<file path="src/rtl/ahb_mtx_pkg.sv">
// ahb_mtx_pkg
// Shared encodings for the AHB matrix input stage:
//   - HTRANS transfer types (IDLE/BUSY/NONSEQ/SEQ)
//   - HRESP responses (OKAY/ERROR)
//   - HBURST encodings used by the matrix
//   - input-stage state enum (IDLE/PEND/DATA)
package ahb_mtx_pkg;

  localparam logic [1:0] HTRANS_IDLE   = 2'b00;
  localparam logic [1:0] HTRANS_BUSY   = 2'b01;
  localparam logic [1:0] HTRANS_NONSEQ = 2'b10;
  localparam logic [1:0] HTRANS_SEQ    = 2'b11;

  localparam logic [1:0] HRESP_OKAY    = 2'b00;
  localparam logic [1:0] HRESP_ERROR   = 2'b01;

  localparam logic [2:0] HBURST_SINGLE = 3'b000;
  localparam logic [2:0] HBURST_INCR   = 3'b001;
  localparam logic [2:0] HBURST_INCR4  = 3'b011;

  // ST_PEND: a captured transfer waits for the output-stage arbiter.
  // ST_DATA: a granted transfer has its data phase outstanding.
  typedef enum logic [1:0] {
    ST_IDLE = 2'b00,
    ST_PEND = 2'b01,
    ST_DATA = 2'b10
  } in_state_t;

endpackage

</file>
<file path="src/rtl/ahb_mtx_in_hold_reg.sv">
// ahb_mtx_in_hold_reg
// Holding register for one AHB address phase. Loads every field when
// i_cap_en is high; i_srst (synchronous, active-high) clears all fields
// and takes priority over capture.
// Ports:
//   i_clk, i_srst, i_cap_en        clock, clear, capture enable
//   i_addr .. i_mastlock           live address-phase fields
//   o_addr .. o_mastlock           held address-phase fields
module ahb_mtx_in_hold_reg #(
  parameter int ADDR_W = 32
) (
  input  logic              i_clk,
  input  logic              i_srst,
  input  logic              i_cap_en,
  input  logic [ADDR_W-1:0] i_addr,
  input  logic [1:0]        i_trans,
  input  logic              i_write,
  input  logic [2:0]        i_size,
  input  logic [2:0]        i_burst,
  input  logic [3:0]        i_prot,
  input  logic              i_mastlock,
  output logic [ADDR_W-1:0] o_addr,
  output logic [1:0]        o_trans,
  output logic              o_write,
  output logic [2:0]        o_size,
  output logic [2:0]        o_burst,
  output logic [3:0]        o_prot,
  output logic              o_mastlock
);

  logic [ADDR_W-1:0] r_addr;
  logic [1:0]        r_trans;
  logic              r_write;
  logic [2:0]        r_size;
  logic [2:0]        r_burst;
  logic [3:0]        r_prot;
  logic              r_mastlock;

  always_ff @(posedge i_clk) begin
    if (i_srst) begin
      r_addr     <= '0;
      r_trans    <= '0;
      r_write    <= 1'b0;
      r_size     <= '0;
      r_burst    <= '0;
      r_prot     <= '0;
      r_mastlock <= 1'b0;
    end else if (i_cap_en) begin
      r_addr     <= i_addr;
      r_trans    <= i_trans;
      r_write    <= i_write;
      r_size     <= i_size;
      r_burst    <= i_burst;
      r_prot     <= i_prot;
      r_mastlock <= i_mastlock;
    end
  end

  assign o_addr     = r_addr;
  assign o_trans    = r_trans;
  assign o_write    = r_write;
  assign o_size     = r_size;
  assign o_burst    = r_burst;
  assign o_prot     = r_prot;
  assign o_mastlock = r_mastlock;

endmodule

</file>
<file path="src/rtl/ahb_mtx_in_stage.sv">
// ahb_mtx_in_stage
// AHB matrix input stage for one master port. A new transfer is either
// forwarded straight to the matrix when the arbiter grants it in the same
// cycle, or captured into a holding register and replayed (with the master
// stalled) until it is granted. Data-phase ready/response from the selected
// slave are routed back to the master.
// Ports:
//   HCLK, HRESET                    clock, synchronous active-high reset
//   HSELS..HREADYS                  master-side address phase and HREADY
//   HREADYOUTS, HRESPS              ready/response back to the master
//   req_out, grant_in               handshake with the output-stage arbiter
//   HADDRO..HMASTLOCKO              address phase presented to the matrix
//   dphase_ready_in, dphase_resp_in data-phase status of the selected slave
module ahb_mtx_in_stage
  import ahb_mtx_pkg::*;
#(
  parameter int ADDR_W = 32
) (
  input  logic              HCLK,
  input  logic              HRESET,
  input  logic              HSELS,
  input  logic [ADDR_W-1:0] HADDRS,
  input  logic [1:0]        HTRANSS,
  input  logic              HWRITES,
  input  logic [2:0]        HSIZES,
  input  logic [2:0]        HBURSTS,
  input  logic [3:0]        HPROTS,
  input  logic              HMASTLOCKS,
  input  logic              HREADYS,
  output logic              HREADYOUTS,
  output logic [1:0]        HRESPS,
  output logic              req_out,
  input  logic              grant_in,
  output logic [ADDR_W-1:0] HADDRO,
  output logic [1:0]        HTRANSO,
  output logic              HWRITEO,
  output logic [2:0]        HSIZEO,
  output logic [2:0]        HBURSTO,
  output logic [3:0]        HPROTO,
  output logic              HMASTLOCKO,
  input  logic              dphase_ready_in,
  input  logic [1:0]        dphase_resp_in
);

  in_state_t r_state;
  in_state_t w_state_next;
  logic      w_new_tran;
  logic      w_capture;

  logic [ADDR_W-1:0] w_hold_addr;
  logic [1:0]        w_hold_trans;
  logic              w_hold_write;
  logic [2:0]        w_hold_size;
  logic [2:0]        w_hold_burst;
  logic [3:0]        w_hold_prot;
  logic              w_hold_mastlock;

  // NONSEQ or SEQ accepted from the master this cycle.
  assign w_new_tran = HSELS & HTRANSS[1] & HREADYS;

  // Capture happens only when a fresh transfer is accepted but not granted;
  // while pending, live master inputs are ignored.
  always_comb begin
    w_state_next = r_state;
    w_capture    = 1'b0;
    case (r_state)
      ST_IDLE: begin
        if (w_new_tran) begin
          if (grant_in) begin
            w_state_next = ST_DATA;
          end else begin
            w_state_next = ST_PEND;
            w_capture    = 1'b1;
          end
        end
      end
      ST_PEND: begin
        if (grant_in) begin
          w_state_next = ST_DATA;
        end
      end
      ST_DATA: begin
        if (dphase_ready_in) begin
          if (!w_new_tran) begin
            w_state_next = ST_IDLE;
          end else if (grant_in) begin
            w_state_next = ST_DATA;
          end else begin
            w_state_next = ST_PEND;
            w_capture    = 1'b1;
          end
        end
      end
      default: begin
        w_state_next = ST_IDLE;
      end
    endcase
  end

  always_ff @(posedge HCLK) begin
    if (HRESET) begin
      r_state <= ST_IDLE;
    end else begin
      r_state <= w_state_next;
    end
  end

  ahb_mtx_in_hold_reg #(
    .ADDR_W (ADDR_W)
  ) u_hold (
    .i_clk      (HCLK),
    .i_srst     (HRESET),
    .i_cap_en   (w_capture),
    .i_addr     (HADDRS),
    .i_trans    (HTRANSS),
    .i_write    (HWRITES),
    .i_size     (HSIZES),
    .i_burst    (HBURSTS),
    .i_prot     (HPROTS),
    .i_mastlock (HMASTLOCKS),
    .o_addr     (w_hold_addr),
    .o_trans    (w_hold_trans),
    .o_write    (w_hold_write),
    .o_size     (w_hold_size),
    .o_burst    (w_hold_burst),
    .o_prot     (w_hold_prot),
    .o_mastlock (w_hold_mastlock)
  );

  // Address phase: held copy while pending, live pass-through otherwise so
  // an immediately granted transfer costs no extra cycle.
  always_comb begin
    HADDRO     = HADDRS;
    HTRANSO    = HTRANSS;
    HWRITEO    = HWRITES;
    HSIZEO     = HSIZES;
    HBURSTO    = HBURSTS;
    HPROTO     = HPROTS;
    HMASTLOCKO = HMASTLOCKS;
    if (r_state == ST_PEND) begin
      HADDRO     = w_hold_addr;
      HTRANSO    = w_hold_trans;
      HWRITEO    = w_hold_write;
      HSIZEO     = w_hold_size;
      HBURSTO    = w_hold_burst;
      HPROTO     = w_hold_prot;
      HMASTLOCKO = w_hold_mastlock;
    end
  end

  // Master is stalled for every pending cycle, including the grant cycle,
  // because the held transfer only enters its data phase after that edge.
  always_comb begin
    req_out    = (r_state == ST_PEND) | w_new_tran;
    HREADYOUTS = 1'b1;
    HRESPS     = HRESP_OKAY;
    case (r_state)
      ST_PEND: HREADYOUTS = 1'b0;
      ST_DATA: begin
        HREADYOUTS = dphase_ready_in;
        HRESPS     = dphase_resp_in;
      end
      default: HREADYOUTS = 1'b1;
    endcase
  end

endmodule

</file>
<file path="config.mk">
export PLATFORM = sky130hd
export DESIGN_NAME = ahb_mtx_in_stage
export DESIGN_NICKNAME = d
export VERILOG_FILES = /design/src/rtl/ahb_mtx_pkg.sv /design/src/rtl/ahb_mtx_in_hold_reg.sv /design/src/rtl/ahb_mtx_in_stage.sv
export SDC_FILE = /design/constraint.sdc
export NUM_CORES = 1
export LEC_CHECK = 0
export ABC_AREA = 1
export ABC_CLOCK_PERIOD_IN_PS = 2150
export CAP_MARGIN = 20
export CORE_MARGIN = 2
export CORE_UTILIZATION = 40
export DETAILED_ROUTE_END_ITERATION = 10
export PLACE_DENSITY_LB_ADDON = 0.15
export SYNTH_ARGS = -nofsm -noshare
export SYNTH_HDL_FRONTEND = slang
export SYNTH_HIERARCHICAL = 1
export SYNTH_SLANG_ARGS = --single-unit
</file>
<file path="constraint.sdc">
create_clock -name HCLK -period 2.15 [get_ports HCLK]
set_clock_uncertainty 0.05 [all_clocks]
set_input_delay 0.43 -clock HCLK [delete_from_list [all_inputs] [get_ports HCLK]]
set_output_delay 0.43 -clock HCLK [all_outputs]
set_load 0.05 [all_outputs]
</file>
; Word level (Yosys, flattened, before mapping)
; Index checks and enable logic that the tools add are counted.
[op_classes]
bitwise_logic = 3
muxes = 19
n_reduce_logical = 2
n_eq_ne = 5
[op_table]
columns = operator, n
row1 = two-way mux 32 bit, 1
row2 = two-way mux 2 bit, 7
row3 = two-way mux 3 bit, 2
row4 = "inequality test 2 bit, second input constant", 3
row5 = case mux 2 bit (3 select lines), 1
row6 = two-way mux 1 bit, 5
row7 = two-way mux 4 bit, 1
row8 = case mux 1 bit (2 select lines), 2
row9 = AND reduction 3 bit, 1
row10 = AND 1 bit, 2
row11 = "== test 2 x 1 -> 1 bit, second input constant", 1
row12 = "== test 2 bit, second input constant", 1
row13 = zero test 2 bit, 1
row14 = OR 1 bit, 1
[word_totals]
reg_bits = 48
in_bits = 54
out_inout_bits = 50

; Logic depth before layout (Yosys ltp)
[logic_depth]
ltp_word = 5
ltp_mapped = 8

; Modules after synthesis
; The synthesis kept the hierarchy.
[by_module_without_submodules]
columns = mod, instances, seq_area_each_um2, cells_each, area_each_um2
row1 = ahb_mtx_in_hold_reg, 1, 920.9, 291, 1914.3
row2 = ahb_mtx_in_stage, 1, 40.0, 187, 818.3

; Worst setup path after synthesis
; No wires, ideal clock.
[synth_path]
path_type = reg-to-output
from = register r_state[1]
to = output HREADYOUTS
path_slack_ns = 0.191
stages_incl_launch_ff = 6
t_arrival_ns = 1.479
required_ns = 1.670
cell_sequence = dfxtp_1 -> inv_2 -> nand2_4 -> inv_2 -> buf_2 -> a21oi_1
[synth_via]
elab_chain_cells = 2
[synth_rtl]
columns = element, line
row1 = "start, declared", ahb_mtx_in_stage.sv:45  ; in_state_t r_state;
row2 = "start signal, assigned", ahb_mtx_in_stage.sv:104  ; r_state <= w_state_next;
row3 = == test 2 bit / == test 2 x 1 -> 1 bit (equally long branches), ahb_mtx_in_stage.sv:157  ; case (r_state)
row4 = case mux 1 bit (2 select lines) *, ahb_mtx_in_stage.sv:157
row5 = "end, declared", ahb_mtx_in_stage.sv:30  ; output logic HREADYOUTS,
; Mark *: on every way between the ends. The rest lies on a longest branch, timed or not.

; Worst setup path after layout
[layout_path]
from = register r_state[1]
to = output HADDRO[16]
[layout_via]
elab_chain_cells = 2
[layout_rtl]
columns = element, line
row1 = == test 2 x 1 -> 1 bit, ahb_mtx_in_stage.sv:140  ; if (r_state == ST_PEND) begin
row2 = two-way mux 32 bit, ahb_mtx_in_stage.sv:140
row3 = "end, declared", ahb_mtx_in_stage.sv:34  ; output logic [ADDR_W-1:0] HADDRO,
; No other way between the ends.

==> flow_metrics.env <==
export IMPL_status="completed"
export IMPL_detail_route_wl_per_cell_um=10.22
export IMPL_syn_nets=532
export IMPL_grt_pass1_vias=2531
export IMPL_viasPerCell=4.359
export IMPL_worstSkewPairLatency_ns=0.29
export IMPL_drive_above_1_share=0.1208
export IMPL_min_period_ns=2.015
export IMPL_yosysUniqueCellTypes=11
export IMPL_finalHoldViolCount=0
export IMPL_maxCapViolCount=0
export IMPL_place_area_sq_mm=0.004214
export IMPL_required_ns=1.67
export IMPL_synthFlopType="dfxtp_1"
export IMPL_ant_nets=0
export IMPL_drc=0
export IMPL_first_iter_violations=147
export IMPL_critPathCaptureType="output pin"
export IMPL_pwr_share_clk=0.232
export IMPL_fmax_mhz=496.3
export IMPL_synth_seq_cells=48
export IMPL_ios=104
export IMPL_htreeDepth=2
export IMPL_cts_path_max_buffers=2
export IMPL_synth_area_leaders="dfxtp_1 35%, nand2_1 33%, nor2_1 14%, inv_1 7.6%, buf_6 7.0%"
export IMPL_core_area_sq_mm=0.006719
export IMPL_swShare=0.3196
export IMPL_synth_area_leader_cell="dfxtp_1"
export IMPL_grt_max_degree=50
export IMPL_fin_nets=624
export IMPL_cts_tree="done"
export IMPL_dieHeight_um=86.66
export IMPL_seq_power_share=0.405
export IMPL_setup_tns_ns=0
export IMPL_vias=2838
export IMPL_pwr_density_cell_mw_per_mm2=538.9
export IMPL_row_count=30
export IMPL_arrival_ns=1.54
export IMPL_synthArstFlopShare=0
export IMPL_syn_area_sq_mm=0.002733
export IMPL_synthMostInstantiatedCell="nand2_1"
export IMPL_ys_warn_count=6
export IMPL_ys_seq_area_frac=0.3516
export IMPL_rsz0062_at_grt="false"
export IMPL_combPwrFrac=0.363
export IMPL_antenna_found_initial=0
export IMPL_vdd_ir_drop_max_v=0.0002990
export IMPL_synthCells=478
export IMPL_clk_pin_slew_ns=0.08
export IMPL_synth_top_area_share=0.3516
export IMPL_post_route_period_util=0.9373
export IMPL_finalSetupViolCount=0
export IMPL_grt_first_pass_wirelength_um=10870
export IMPL_start_util=0.4067
export IMPL_crit_fanout=29
export IMPL_wl_um=6652
export IMPL_cts_sinks=48
export IMPL_p_int_w=0.001588
export IMPL_cts_hold_buffers=0
export IMPL_ys_top_cells_by_count="241 x nand2_1, 99 x nor2_1, 55 x inv_1"
export IMPL_hp_class="reg -> reg"
export IMPL_grt_util_all_layers=0.1782
export IMPL_p_leak_nw=2.214
export IMPL_switchingPower_w=0.0007459
export IMPL_slew_headroom=0.4719
export IMPL_cts_root_buffer="clkbuf_8"
export IMPL_tightest_slew_ns=0.7910
export IMPL_gp_congestion=0.7562
export IMPL_io_buffer_count=103
export IMPL_cts_buffers=5
export IMPL_synth_avg_cell_area_sq_um=5.717
export IMPL_dpl_hpwl_um=4834
export IMPL_slew_violations=0
export IMPL_dieArea_sq_mm=0.007509
export IMPL_die_width_um=86.66
export IMPL_fin_area_sq_mm=0.004330
export IMPL_startpoint_type="register"
export IMPL_synth_edf_count=0
export IMPL_antenna_cells=0
export IMPL_overflow=0
export IMPL_drt_pass1_iter_count=4
export IMPL_critPathKind="reg -> out"
export IMPL_nFillCells=607
export IMPL_syn_to_final_growth_pct=58.47
==> flip-flops by register name, indices dropped and copies added, names as in the netlist <==
signal,cells
u_hold/o_write,1
u_hold/o_addr,32
u_hold/o_trans,2
u_hold/o_mastlock,1
u_hold/o_burst,3
u_hold/o_prot,4
r_state,2
u_hold/o_size,3
==> metal layers <==
metal | routed length (um) | up-vias | GRT usage | share of wire
met4 | 32 | 0 | 0.03835 | 0.0048
met1 | 2895 | 1222 | 0.2082 | 0.44
met2 | 3334 | 64 | 0.3224 | 0.50
li1 | - | 1550 | - | -
met5 | 0 | - | 0 | 0
met3 | 389 | 2 | 0.05143 | 0.058
==> through the flow <==
step | hold WS [ns] | instances | util | power (W) | worst slack [ns]
floorplan | 0.3993 | 478 | - | 0.001394 | 0.1905
global placement | 0.4075 | 643 | 0.6272 | 0.001803 | 0.1682
detailed placement | 0.4122 | 643 | 0.6272 | 0.001814 | 0.1067
CTS | 0.4238 | 651 | 0.6412 | 0.002355 | 0.05515
global route | 0.4386 | 651 | 0.6445 | 0.002443 | 0.02016
finish | 0.4227 | 651 | 0.6445 | 0.002334 | 0.1349
==> critical path: stages (launching register included) <==
cell and delay [ns]:
dfxtp_2 0.35, inv_2 0.09, nand2_4 0.13, inv_2 0.13
buf_12 0.18, nand2_1 0.07, nand2_1 0.12, buf_12 0.15
==> power groups by stage <==
stage               Sequential [W]  Combinational [W]  Clock [W]
CTS                       0.000945           0.000852   0.000558
global route              0.000950           0.000902   0.000591
detailed placement        0.000966           0.000849          0
finish                    0.000946           0.000847   0.000540
global placement          0.000964           0.000840          0
floorplan                 0.000961           0.000433          0
==> cell type report <==
class,instances,area (sq um),share of cell area
inverter,58,217.7,0.05027
multi-input combinational,348,1334,0.3080
tap,80,100.1,0.02311
clock buffer,8,90.09,0.02080
timing repair buffer,109,1625,0.3753
sequential,48,963.4,0.2225
==> cell families after synthesis <==
| logic type | after synthesis | synth area share |
|---|---|---|
| compound gates | 1 | 0.001830 |
| flops | 48 | 0.3516 |
| buf+inv | 82 | 0.1625 |
| simple gates | 347 | 0.4840 |
==> repair_timing <==
item,4_1_cts,5_1_grt
resized for setup,1,7
endpoints found under the hold margin,0,0
gates cloned,0,0
endpoints found under the setup margin,11,46
buffers inserted,0,0
==> worst paths after layout <==
kind | startpoint | end | slack (ns) | cells after the start
worst max-delay path | r_state[1] | HADDRO[16] | 0.13 | 7
worst min-delay path | u_hold/o_addr[19] | u_hold/o_addr[19] | 0.42 | 2
worst max register to register | r_state[0] | u_hold/o_addr[25] | 0.64 | 7
worst min register to register | u_hold/o_addr[19] | u_hold/o_addr[19] | 0.42 | 2
==> cells in the final DEF (no fill, tap or decap) <==
| cell type | instances |
|---|---|
| buf_12 | 53 |
| a21oi_1 | 1 |
| inv_1 | 55 |
| nand3_1 | 5 |
| dfxtp_2 | 2 |
| clkdlybuf4s50_1 | 53 |
| nand2_1 | 241 |
| nor2_1 | 99 |
| inv_2 | 3 |
| clkbuf_1 | 2 |
| dfxtp_1 | 46 |
| nand2_4 | 1 |
| nor3_4 | 1 |
| clkbuf_8 | 6 |
| buf_6 | 3 |
No activity file was read; power rests on OpenSTA's default activity.
